==> config.mk <==
export PLATFORM = sky130hd
export DESIGN_NAME = alu_share_arb_flat
export DESIGN_NICKNAME = d
export VERILOG_FILES = /design/src/rtl/alu_pkg.sv /design/src/rtl/alu_share_arb_if.sv /design/src/rtl/alu_rsp_slot.sv /design/src/rtl/alu_share_arb.sv /design/src/flat_wrapper.sv
export SDC_FILE = /design/constraint.sdc
export NUM_CORES = 1
export LEC_CHECK = 0
export CAP_MARGIN = 20
export CORE_AREA = 2 2 129 131
export CTS_CLUSTER_SIZE = 24
export DETAILED_ROUTE_END_ITERATION = 10
export DIE_AREA = 0 0 131 133
export MAX_ROUTING_LAYER = met4
export PLACE_DENSITY = 0.65
export SLEW_MARGIN = 20
export SYNTH_ARGS = -nofsm -noshare
export SYNTH_HDL_FRONTEND = slang
export SYNTH_SLANG_ARGS = --single-unit
==> constraint.sdc <==
create_clock -name clk -period 2.04 [get_ports clk]
set_input_delay 0.51 -clock clk [delete_from_list [all_inputs] [get_ports clk]]
set_output_delay 0.51 -clock clk [all_outputs]
set_load 0.01 [all_outputs]
==> src/rtl/alu_pkg.sv <==
// Shared definitions for the two-requester ALU arbiter:
// op codes, default widths and arbiter state encoding.
package alu_pkg;

  localparam int DEF_XLEN  = 32;
  localparam int DEF_TAG_W = 4;

  localparam logic [4:0] ALU_ADD  = 5'b00000;
  localparam logic [4:0] ALU_SUB  = 5'b00001;
  localparam logic [4:0] ALU_AND  = 5'b00010;
  localparam logic [4:0] ALU_OR   = 5'b00011;
  localparam logic [4:0] ALU_XOR  = 5'b00100;
  localparam logic [4:0] ALU_SLL  = 5'b00101;
  localparam logic [4:0] ALU_SRL  = 5'b00110;
  localparam logic [4:0] ALU_SRA  = 5'b00111;
  localparam logic [4:0] ALU_SLT  = 5'b01000;
  localparam logic [4:0] ALU_SLTU = 5'b01001;
  localparam logic [4:0] ALU_BEQ  = 5'b01010;
  localparam logic [4:0] ALU_BNE  = 5'b01011;
  localparam logic [4:0] ALU_BLT  = 5'b01100;
  localparam logic [4:0] ALU_BGE  = 5'b01101;
  localparam logic [4:0] ALU_BLTU = 5'b01110;
  localparam logic [4:0] ALU_BGEU = 5'b01111;
  localparam logic [4:0] ALU_LUI  = 5'b10000;
  localparam logic [4:0] ALU_JALR = 5'b10001;
  localparam logic [4:0] ALU_JAL  = 5'b10010;

  typedef enum logic [1:0] {
    ARB   = 2'd0,
    LOCK0 = 2'd1,
    LOCK1 = 2'd2
  } arb_state_e;

endpackage

==> src/rtl/alu_share_arb_if.sv <==
// One requester's view of the shared ALU: request
// handshake plus its registered response slot.
interface alu_share_arb_if
  import alu_pkg::*;
#(
  parameter int XLEN  = DEF_XLEN,
  parameter int TAG_W = DEF_TAG_W
);

  logic             req_valid;
  logic             req_ready;
  logic [4:0]       req_op;
  logic [XLEN-1:0]  req_a;
  logic [XLEN-1:0]  req_b;
  logic [TAG_W-1:0] req_tag;
  logic             req_lock;
  logic             rsp_valid;
  logic             rsp_ready;
  logic [XLEN-1:0]  rsp_res;
  logic             rsp_flag;
  logic [TAG_W-1:0] rsp_tag;

  modport master (
    output req_valid, req_op, req_a, req_b,
    output req_tag, req_lock, rsp_ready,
    input  req_ready, rsp_valid, rsp_res,
    input  rsp_flag, rsp_tag
  );

  modport slave (
    input  req_valid, req_op, req_a, req_b,
    input  req_tag, req_lock, rsp_ready,
    output req_ready, rsp_valid, rsp_res,
    output rsp_flag, rsp_tag
  );

endinterface

==> src/rtl/alu_rsp_slot.sv <==
// Single registered response entry; a load in the
// same cycle as a drain wins, so no bubble appears.
module alu_rsp_slot
  import alu_pkg::*;
#(
  parameter int XLEN  = DEF_XLEN,
  parameter int TAG_W = DEF_TAG_W
) (
  input  logic             clk,
  input  logic             rst_n,
  input  logic             load,
  input  logic             drain,
  input  logic [XLEN-1:0]  d_res,
  input  logic             d_flag,
  input  logic [TAG_W-1:0] d_tag,
  output logic             valid,
  output logic [XLEN-1:0]  res,
  output logic             flag,
  output logic [TAG_W-1:0] tag
);

  always_ff @(posedge clk or negedge rst_n) begin
    if (!rst_n) begin
      valid <= 1'b0;
      res   <= '0;
      flag  <= 1'b0;
      tag   <= '0;
    end else if (load) begin
      valid <= 1'b1;
      res   <= d_res;
      flag  <= d_flag;
      tag   <= d_tag;
    end else if (drain) begin
      valid <= 1'b0;
    end
  end

endmodule

==> src/rtl/alu_share_arb.sv <==
// Round-robin arbiter sharing one combinational ALU
// between two requesters, with optional grant lock.
module alu_share_arb
  import alu_pkg::*;
#(
  parameter int XLEN  = DEF_XLEN,
  parameter int TAG_W = DEF_TAG_W
) (
  input  logic            clk,
  input  logic            rst_n,
  alu_share_arb_if.slave  p0,
  alu_share_arb_if.slave  p1,
  output logic [4:0]      alu_op_o,
  output logic [XLEN-1:0] alu_a_o,
  output logic [XLEN-1:0] alu_b_o,
  input  logic [XLEN-1:0] alu_res_i,
  input  logic            alu_flag_i
);

  arb_state_e state, state_nxt;
  logic rr_last;
  logic elig0, elig1;
  logic grant0, grant1;

  assign elig0 = p0.req_valid && (!p0.rsp_valid || p0.rsp_ready);
  assign elig1 = p1.req_valid && (!p1.rsp_valid || p1.rsp_ready);

  assign p0.req_ready = grant0;
  assign p1.req_ready = grant1;

  always_ff @(posedge clk or negedge rst_n) begin
    if (!rst_n) begin
      state   <= ARB;
      rr_last <= 1'b1;
    end else begin
      state <= state_nxt;
      if (grant0)      rr_last <= 1'b0;
      else if (grant1) rr_last <= 1'b1;
    end
  end

  // On a tie the requester that did not win last goes next
  always_comb begin
    grant0    = 1'b0;
    grant1    = 1'b0;
    state_nxt = state;
    unique case (state)
      ARB: begin
        if (elig0 && elig1) begin
          grant0 = rr_last;
          grant1 = !rr_last;
        end else begin
          grant0 = elig0;
          grant1 = elig1;
        end
        if (grant0 && p0.req_lock)
          state_nxt = LOCK0;
        else if (grant1 && p1.req_lock)
          state_nxt = LOCK1;
      end
      LOCK0: begin
        grant0 = elig0;
        if (grant0 && !p0.req_lock)
          state_nxt = ARB;
      end
      LOCK1: begin
        grant1 = elig1;
        if (grant1 && !p1.req_lock)
          state_nxt = ARB;
      end
      default: state_nxt = ARB;
    endcase
  end

  always_comb begin
    alu_op_o = ALU_ADD;
    alu_a_o  = '0;
    alu_b_o  = '0;
    unique case (1'b1)
      grant0: begin
        alu_op_o = p0.req_op;
        alu_a_o  = p0.req_a;
        alu_b_o  = p0.req_b;
      end
      grant1: begin
        alu_op_o = p1.req_op;
        alu_a_o  = p1.req_a;
        alu_b_o  = p1.req_b;
      end
      default: ;
    endcase
  end

  alu_rsp_slot #(.XLEN(XLEN), .TAG_W(TAG_W)) u_slot0 (
    .clk   (clk),
    .rst_n (rst_n),
    .load  (grant0),
    .drain (p0.rsp_ready),
    .d_res (alu_res_i),
    .d_flag(alu_flag_i),
    .d_tag (p0.req_tag),
    .valid (p0.rsp_valid),
    .res   (p0.rsp_res),
    .flag  (p0.rsp_flag),
    .tag   (p0.rsp_tag)
  );

  alu_rsp_slot #(.XLEN(XLEN), .TAG_W(TAG_W)) u_slot1 (
    .clk   (clk),
    .rst_n (rst_n),
    .load  (grant1),
    .drain (p1.rsp_ready),
    .d_res (alu_res_i),
    .d_flag(alu_flag_i),
    .d_tag (p1.req_tag),
    .valid (p1.rsp_valid),
    .res   (p1.rsp_res),
    .flag  (p1.rsp_flag),
    .tag   (p1.rsp_tag)
  );

endmodule

==> src/flat_wrapper.sv <==
// flat-port wrapper written by rule: the top's interface ports become plain ports
module alu_share_arb_flat import alu_pkg::*;
#(
  parameter int XLEN  = DEF_XLEN,
  parameter int TAG_W = DEF_TAG_W
)
  (clk, rst_n, alu_op_o, alu_a_o, alu_b_o, alu_res_i, alu_flag_i, p0_req_valid, p0_req_op, p0_req_a, p0_req_b, p0_req_tag, p0_req_lock, p0_rsp_ready, p0_req_ready, p0_rsp_valid, p0_rsp_res, p0_rsp_flag, p0_rsp_tag, p1_req_valid, p1_req_op, p1_req_a, p1_req_b, p1_req_tag, p1_req_lock, p1_rsp_ready, p1_req_ready, p1_rsp_valid, p1_rsp_res, p1_rsp_flag, p1_rsp_tag);
  alu_share_arb_if #(.XLEN(XLEN), .TAG_W(TAG_W)) p0_i ();
  alu_share_arb_if #(.XLEN(XLEN), .TAG_W(TAG_W)) p1_i ();
  input  logic clk;
  input  logic rst_n;
  output logic [4:0] alu_op_o;
  output logic [XLEN-1:0] alu_a_o;
  output logic [XLEN-1:0] alu_b_o;
  input  logic [XLEN-1:0] alu_res_i;
  input  logic alu_flag_i;
  input wire logic [$bits(p0_i.req_valid)-1:0] p0_req_valid;
  input wire logic [$bits(p0_i.req_op)-1:0] p0_req_op;
  input wire logic [$bits(p0_i.req_a)-1:0] p0_req_a;
  input wire logic [$bits(p0_i.req_b)-1:0] p0_req_b;
  input wire logic [$bits(p0_i.req_tag)-1:0] p0_req_tag;
  input wire logic [$bits(p0_i.req_lock)-1:0] p0_req_lock;
  input wire logic [$bits(p0_i.rsp_ready)-1:0] p0_rsp_ready;
  output wire logic [$bits(p0_i.req_ready)-1:0] p0_req_ready;
  output wire logic [$bits(p0_i.rsp_valid)-1:0] p0_rsp_valid;
  output wire logic [$bits(p0_i.rsp_res)-1:0] p0_rsp_res;
  output wire logic [$bits(p0_i.rsp_flag)-1:0] p0_rsp_flag;
  output wire logic [$bits(p0_i.rsp_tag)-1:0] p0_rsp_tag;
  input wire logic [$bits(p1_i.req_valid)-1:0] p1_req_valid;
  input wire logic [$bits(p1_i.req_op)-1:0] p1_req_op;
  input wire logic [$bits(p1_i.req_a)-1:0] p1_req_a;
  input wire logic [$bits(p1_i.req_b)-1:0] p1_req_b;
  input wire logic [$bits(p1_i.req_tag)-1:0] p1_req_tag;
  input wire logic [$bits(p1_i.req_lock)-1:0] p1_req_lock;
  input wire logic [$bits(p1_i.rsp_ready)-1:0] p1_rsp_ready;
  output wire logic [$bits(p1_i.req_ready)-1:0] p1_req_ready;
  output wire logic [$bits(p1_i.rsp_valid)-1:0] p1_rsp_valid;
  output wire logic [$bits(p1_i.rsp_res)-1:0] p1_rsp_res;
  output wire logic [$bits(p1_i.rsp_flag)-1:0] p1_rsp_flag;
  output wire logic [$bits(p1_i.rsp_tag)-1:0] p1_rsp_tag;
  assign p0_i.req_valid = p0_req_valid;
  assign p0_i.req_op = p0_req_op;
  assign p0_i.req_a = p0_req_a;
  assign p0_i.req_b = p0_req_b;
  assign p0_i.req_tag = p0_req_tag;
  assign p0_i.req_lock = p0_req_lock;
  assign p0_i.rsp_ready = p0_rsp_ready;
  assign p0_req_ready = p0_i.req_ready;
  assign p0_rsp_valid = p0_i.rsp_valid;
  assign p0_rsp_res = p0_i.rsp_res;
  assign p0_rsp_flag = p0_i.rsp_flag;
  assign p0_rsp_tag = p0_i.rsp_tag;
  assign p1_i.req_valid = p1_req_valid;
  assign p1_i.req_op = p1_req_op;
  assign p1_i.req_a = p1_req_a;
  assign p1_i.req_b = p1_req_b;
  assign p1_i.req_tag = p1_req_tag;
  assign p1_i.req_lock = p1_req_lock;
  assign p1_i.rsp_ready = p1_rsp_ready;
  assign p1_req_ready = p1_i.req_ready;
  assign p1_rsp_valid = p1_i.rsp_valid;
  assign p1_rsp_res = p1_i.rsp_res;
  assign p1_rsp_flag = p1_i.rsp_flag;
  assign p1_rsp_tag = p1_i.rsp_tag;
  alu_share_arb #(.XLEN(XLEN), .TAG_W(TAG_W)) u_core (.clk(clk), .rst_n(rst_n), .p0(p0_i), .p1(p1_i), .alu_op_o(alu_op_o), .alu_a_o(alu_a_o), .alu_b_o(alu_b_o), .alu_res_i(alu_res_i), .alu_flag_i(alu_flag_i));
endmodule
==> results.md, run 1 <==
* Status: complete, but fails checks
* Failing checks: setup timing
* Flip-flop and latch area at 1980 um^2
* Critical-path top delay cell: a22o_4
* CTS tree: done
* Syn_nets at 451
* Final worst setup slack at -0.424 ns
* Final nets at 834
* XOR/XNOR share of the synthesized area at 0
* PwrDens at 1380 nW/um^2
* Compound-Gate Fraction of Synth Area at 0.166
* Crit Path Category: primary input to output port
* WP data required at 1.53 ns
* Synth Area in Simple Gates at 0.0316
* Hold WS at 0.0450 ns
* Maxcap violations at 0
* Crit path launch: p0_rsp_ready
* Sink Count at 79
* Synthesized area at 3770 um^2
* CTS H-tree depth at 3
* Worst R2R End: u_core.u_slot0.res[10]
* Setup Slack @ Placement at -0.938 ns
* Ant diodes at 0
* Largest net degree at the start of global routing at 43
* Initial core utilization at 0.233
* Unique masters post-synth at 23
* Worst r2r src: u_core.u_slot0.valid
* Rows at 47
* Starting DRT DRC Count at 157
* CP Cell Sequence: clkdlybuf4s15_1 -> nand2b_4 -> buf_6 -> nand3b_1 -> nor2_4 -> buf_12 -> buf_12 -> buf_8 -> a22o_4 -> buf_6
* Main combinational cell family by area after synthesis: multiplexers
* Leak pwr at 3.62 nW
* Port Buffer Count at 333
* Adder-Cell Fraction of Synth Area at 0
* Fmax at 0.406 GHz
* Max-Slew Margin vs Limit at 0.798
* Clk buf depth at 2
* Internal reg-to-reg setup slack at -0.02 ns
* Final Setup Violations at 81
* Num CTS Buffers at 9
* Max VDD drop at 0.000843 V
* Avg Vias per Cell at 4.59
* Synth Instances at 264
* Final setup TNS at -26.03 ns
* Crit path to: alu_a_o[17]
* Seq/Total Area, Yosys at 0.525
* Final GP Congestion at 0.791
* Mux cell area share after synthesis at 0.224
* Tcrit/Tclk final at 1.21
* Die span in x at 131 um
* Antenna-violating nets left at 0
* Worst Clk Skew at 0.00580 ns
* Avg Cell Area, Syn at 14.3 um^2
* CP Max Fanout at 5
* Reg2Reg Depth at 10
* #FFs+latches synth at 79
* Residual DRC at 0
* Minimum clock period at 2.46 ns
* Grt ovf at 0
* Measured slew at the worst slew-check pin at 0.303 ns
* CTS clock-pin slew for the worst setup and hold paths at 0.06 ns
* Critical Path End Type: output port
* Number of antenna violations at the first check in global routing at 0
* Crit start category: primary input
* Detailed placer's ending HPWL at 12,200 um
* Worst min path class: primary input to asynchronous set/reset pin
* Post-detailed-route wirelength per cell at 20.8 um
* RSZ-0062 raised after global routing: true
* Final Routed Wirelength at 18,100 um
* Vias in the first global route at 4,332
* Die Ht at 133 um
* Core Area at 16,200 um^2
* Area Growth Syn to Fin at 119%
* Area of the multi-input gates at 1690 um^2
* Slew Limit Fails at 0
* DRT Pass-1 Iters at 4
* Post-synth ARST share at 1.00
* Largest stage delay, worst path at 0.24 ns
* Clk_lat worst skew at 0.33 ns
* I/O pins at 334
* Critical path arrival at 1.95 ns
* Yosys Warn Count at 0
* Vias at 3,993
* Post-synth EDFFs at 0
* Fillers at 1,384
* First-pass GRT wire length at 24,700 um
* CTS root buf: clkbuf_16
* Dominant synthesized flop cell: dfrtp_1
* GRT Util Overall at 0.195
* Die area at 17,400 um^2
* Final Hold Fails at 0
* Layout cell share with drive strength beyond 1 at 0.349
## per-layer routing
metal	vias up	wire, um	track usage
li1	1778	-	-
met1	1964	6900	0.218
met2	211	8960	0.325
met3	40	1550	0.0497
met4	0	708	0.0875
met5	-	0	-
## placed cells by master (no fill, tap or decap), types with 2 or more instances in the layout
master	Yosys	final
a21oi_1	2	2
a22o_1	69	67
a22o_4	0	2
buf_12	0	12
buf_16	0	9
buf_2	8	62
buf_4	0	18
buf_6	14	20
buf_8	0	7
clkbuf_16	0	14
clkdlybuf4s50_1	0	257
clkinv_2	0	2
dfrtp_1	78	78
dlygate4sd2_1	0	3
mux2_1	4	4
mux2_2	70	51
mux2_4	0	19
nand2_1	2	2
nand2b_4	1	2
nor2_1	2	2
o21ai_0	2	2
## how the worst min path moves through the flow
| stage | startpoint | endpoint | slack [ns] | cells after the start |
|---|---|---|---|---|
| after global placement | rst_n | u_core.u_slot0.res[2] | 0.39 | 1 |
| after CTS | rst_n | u_core.u_slot1.res[2] | 0.04 | 1 |
| final | rst_n | u_core.u_slot1.res[2] | 0.04 | 1 |
| after global routing | rst_n | u_core.u_slot1.res[8] | 0.05 | 1 |
| after detailed placement | rst_n | u_core.u_slot1.res[2] | 0.40 | 1 |
| after floorplan | rst_n | u_core.state[0] | 0.21 | 0 |
## state kept, by name, indices dropped and copies added, names as in the netlist
name	cells
u_core.rr_last	1
u_core.u_slot1.valid	1
u_core.u_slot1.tag	4
u_core.u_slot1.flag	1
u_core.u_slot0.res	32
u_core.u_slot0.flag	1
u_core.u_slot0.valid	1
u_core.state	2
u_core.u_slot1.res	32
u_core.u_slot0.tag	4
## report_power, final
group	internal, mW	switching, mW
combinational	4.29	2.70
clock	0.962	0.606
sequential	2.38	0.446
total	7.63	3.75
## synthesized netlist by cell type, drive strengths merged (2+ instances only)
| cell | number | area, um^2 |
|---|---|---|
| nand2b | 2 | 22.5 |
| a21oi | 2 | 10.0 |
| o21ai | 2 | 10.0 |
| nor2 | 4 | 38.8 |
| nand3b | 2 | 18.8 |
| nand2 | 2 | 7.51 |
| a22o | 69 | 604 |
| mux2 | 74 | 833 |
| dfrtp | 78 | 1950 |
| buf | 22 | 198 |
## logic make-up after synthesis
kind of cell           after synthesis
DFF                                 79
buffers and inverters               23
AOI/OAI and AO/OA                   73
and+or+nand+nor                     14
muxes                               75
## per-stage QoR
stage          std cells   util  power, mW  instance area, um^2
2_1_floorplan        264      -       5.36                 3770
3_5_place_dp         813  0.456       8.75                 7370
4_1_cts              863  0.499       11.2                 8080
3_3_place_gp         813  0.456       8.63                 7370
5_1_grt              870  0.509       12.0                 8240
6_report             870  0.509       11.4                 8240
## worst max-delay path, delay by kind of cell
| kind | cells | cell delay, ns |
|---|---|---|
| simple gates | 3 | 0.39 |
| compound gates | 1 | 0.24 |
| buf+inv | 6 | 0.80 |
## repair_timing
| item | in CTS | in global routing |
|---|---|---|
| hold endpoints to repair | 0 | 0 |
| hold buffers | 0 | 0 |
| gates resized for setup | 339 | 31 |
| setup buffers | 29 | 7 |
| pin swaps | 28 | 13 |
| setup endpoints to repair | 128 | 130 |
| gates cloned | 13 | 7 |
## cell type report
type / count / area share
multi-input cells: 162 / 0.206
repair buffers: 394 / 0.485
flip-flops and latches: 79 / 0.240
clock buffers: 10 / 0.0290
inverters: 1 / 0.000456
well taps: 220 / 0.0334
clock inverters: 4 / 0.00577
Note: power is estimated with default switching activity, not from simulation.
==> run 2: changes to the inputs <==
--- a/config.mk
+++ b/config.mk
@@ -10,6 +10,7 @@
 export CTS_CLUSTER_SIZE = 24
 export DETAILED_ROUTE_END_ITERATION = 10
 export DIE_AREA = 0 0 131 133
+export HOLD_SLACK_MARGIN = 0.1
 export MAX_ROUTING_LAYER = met4
 export PLACE_DENSITY = 0.65
 export SLEW_MARGIN = 20
==> results.md, run 2 (synthesized netlist as in run 1, its figures left out) <==
* Antenna-violating nets left at 0
* GRT Util Overall at 0.195
* Residual DRC at 0
* Die span in x at 131 um
* CTS tree: done
* Crit Path Category: primary input to output port
* Hold WS at 0.483 ns
* Failing checks: setup timing
* Slew Limit Fails at 0
* Number of antenna violations at the first check in global routing at 0
* Final Routed Wirelength at 18,100 um
* Avg Vias per Cell at 4.59
* Final Setup Violations at 81
* Worst Clk Skew at 0.00579 ns
* Vias at 3,994
* Critical-path top delay cell: a22o_4
* Final nets at 835
* Ant diodes at 0
* Tcrit/Tclk final at 1.21
* Commonest non-fill, non-tap cell in the layout: clkdlybuf4s50_1
* Status: complete, but fails checks
* Top Family by Delay on Critical Path: buffers and inverters
* WP buf/inv at 6
* CTS root buf: clkbuf_16
* Starting DRT DRC Count at 165
* Worst min path class: register to register
* Vias in the first global route at 4,332
* Final Hold Fails at 0
* Worst Hold Launch: u_core.rr_last
* Area Growth Syn to Fin at 119%
* Detailed placer's ending HPWL at 12,200 um
* Critical Path End Type: output port
* Largest net degree at the start of global routing at 43
* Critical path arrival at 1.95 ns
* Leak pwr at 3.62 nW
* Dpl cells at 813
* Cell count of the worst hold path at 2
* Worst hold endpoint: u_core.rr_last
* Worst R2R End: u_core.u_slot0.res[10]
* DRT Pass-1 Iters at 4
* WP data required at 1.53 ns
* Minimum clock period at 2.46 ns
* Port Buffer Count at 333
* CTS H-tree depth at 3
* Rows at 47
* Fmax at 0.406 GHz
* Post-detailed-route wirelength per cell at 20.8 um
* Top Registers: u_core.u_slot0.res (32), u_core.u_slot1.res (32)
* I/O pins at 334
* Measured slew at the worst slew-check pin at 0.303 ns
* Max-Slew Margin vs Limit at 0.798
* CP Max Fanout at 5
* RSZ-0062 raised after global routing: true
* Layout cell share with drive strength beyond 1 at 0.349
* First-pass GRT wire length at 24,700 um
* Die area at 17,400 um^2
* Num CTS Buffers at 9
* Layout Cells excl Fill at 871
* Largest stage delay, worst path at 0.24 ns
* Crit start category: primary input
* Internal reg-to-reg setup slack at -0.02 ns
* Max VDD drop at 0.000843 V
* Most frequent cells in the layout: clkdlybuf4s50_1, dfrtp_1, a22o_1
* Sink Count at 79
* CP Cell Sequence: clkdlybuf4s15_1 -> nand2b_4 -> buf_6 -> nand3b_1 -> nor2_4 -> buf_12 -> buf_12 -> buf_8 -> a22o_4 -> buf_6
* CTS clock-pin slew for the worst setup and hold paths at 0.06 ns
* Clk buf depth at 2
* Final worst setup slack at -0.424 ns
* Initial core utilization at 0.233
* Maxcap violations at 0
* Clk_lat worst skew at 0.33 ns
* Core Area at 16,200 um^2
* Reg2Reg Depth at 10
* Grt ovf at 0
* PwrDens at 1380 nW/um^2
* Worst r2r src: u_core.u_slot0.valid
* Final GP Congestion at 0.791
* Die Ht at 133 um
-- run 2: cell count changes in the layout (fill, tap and decap cells not counted) --
cell	delta
dlygate4sd3_1	+1
-- run 2: metal layers --
metal	wire length (um)	up-vias	global-route usage	part of all wire
li1	-	1782	-	-
met1	7050	1967	0.218	0.39
met2	8950	207	0.325	0.49
met3	1440	38	0.0497	0.079
met4	693	0	0.0875	0.038
met5	0	-	-	0
-- run 2: worst max path at each step --
stage	start	to	slack (ns)	depth (start not counted)
after global routing	u_core.u_slot0.valid	alu_b_o[19]	-0.48	9
final	p0_rsp_ready	alu_a_o[17]	-0.42	10
after global placement	p1_rsp_ready	alu_a_o[16]	-1.0	7
after detailed placement	p0_rsp_ready	alu_a_o[16]	-0.94	7
after floorplan	p0_rsp_ready	alu_a_o[10]	0.04	6
after CTS	u_core.rr_last	alu_op_o[1]	-0.49	7
-- run 2: report_power, final --
| part | total [mW] | internal [mW] | switching (mW) |
|---|---|---|---|
| clock | 1.57 | 0.962 | 0.606 |
| sequential | 2.83 | 2.38 | 0.446 |
| combinational | 6.99 | 4.29 | 2.70 |
-- run 2: through the flow --
step,setup WS [ns],instance area (um^2),util,setup TNS [ns],power (mW)
after floorplan,0.0397,3770,-,0,5.36
after global placement,-0.995,7370,0.456,-96.52,8.63
after detailed placement,-0.938,7370,0.456,-88.72,8.75
after CTS,-0.485,8090,0.500,-29.59,11.2
after global routing,-0.476,8250,0.510,-30.84,12.0
final,-0.424,8250,0.510,-26.04,11.4
-- run 2: final cells by class --
cell class	instances	area [um^2]
clock buffer	10	239
clock inverter	4	47.5
fill	1381	7930
inverter	1	3.75
multi-input combinational	162	1690
sequential	79	1980
tap	220	275
timing repair buffer	395	4010
-- run 2: what timing repair did --
| item | in CTS | in global routing |
|---|---|---|
| hold buffers | 1 | 0 |
| pin swaps | 28 | 13 |
| gates resized for setup | 339 | 31 |
| buffers inserted | 29 | 7 |
| cloned | 13 | 7 |
| hold endpoints to repair | 16 | 0 |
| setup endpoints to repair | 128 | 130 |
-- run 2: worst reg2reg max path: cells and delay by family, from the launching register on --
family	cells	cell delay, ns
buffers and inverters	6	0.80
multiplexers	1	0.30
AND/OR/NAND/NOR	3	0.44
flip-flops	1	0.41
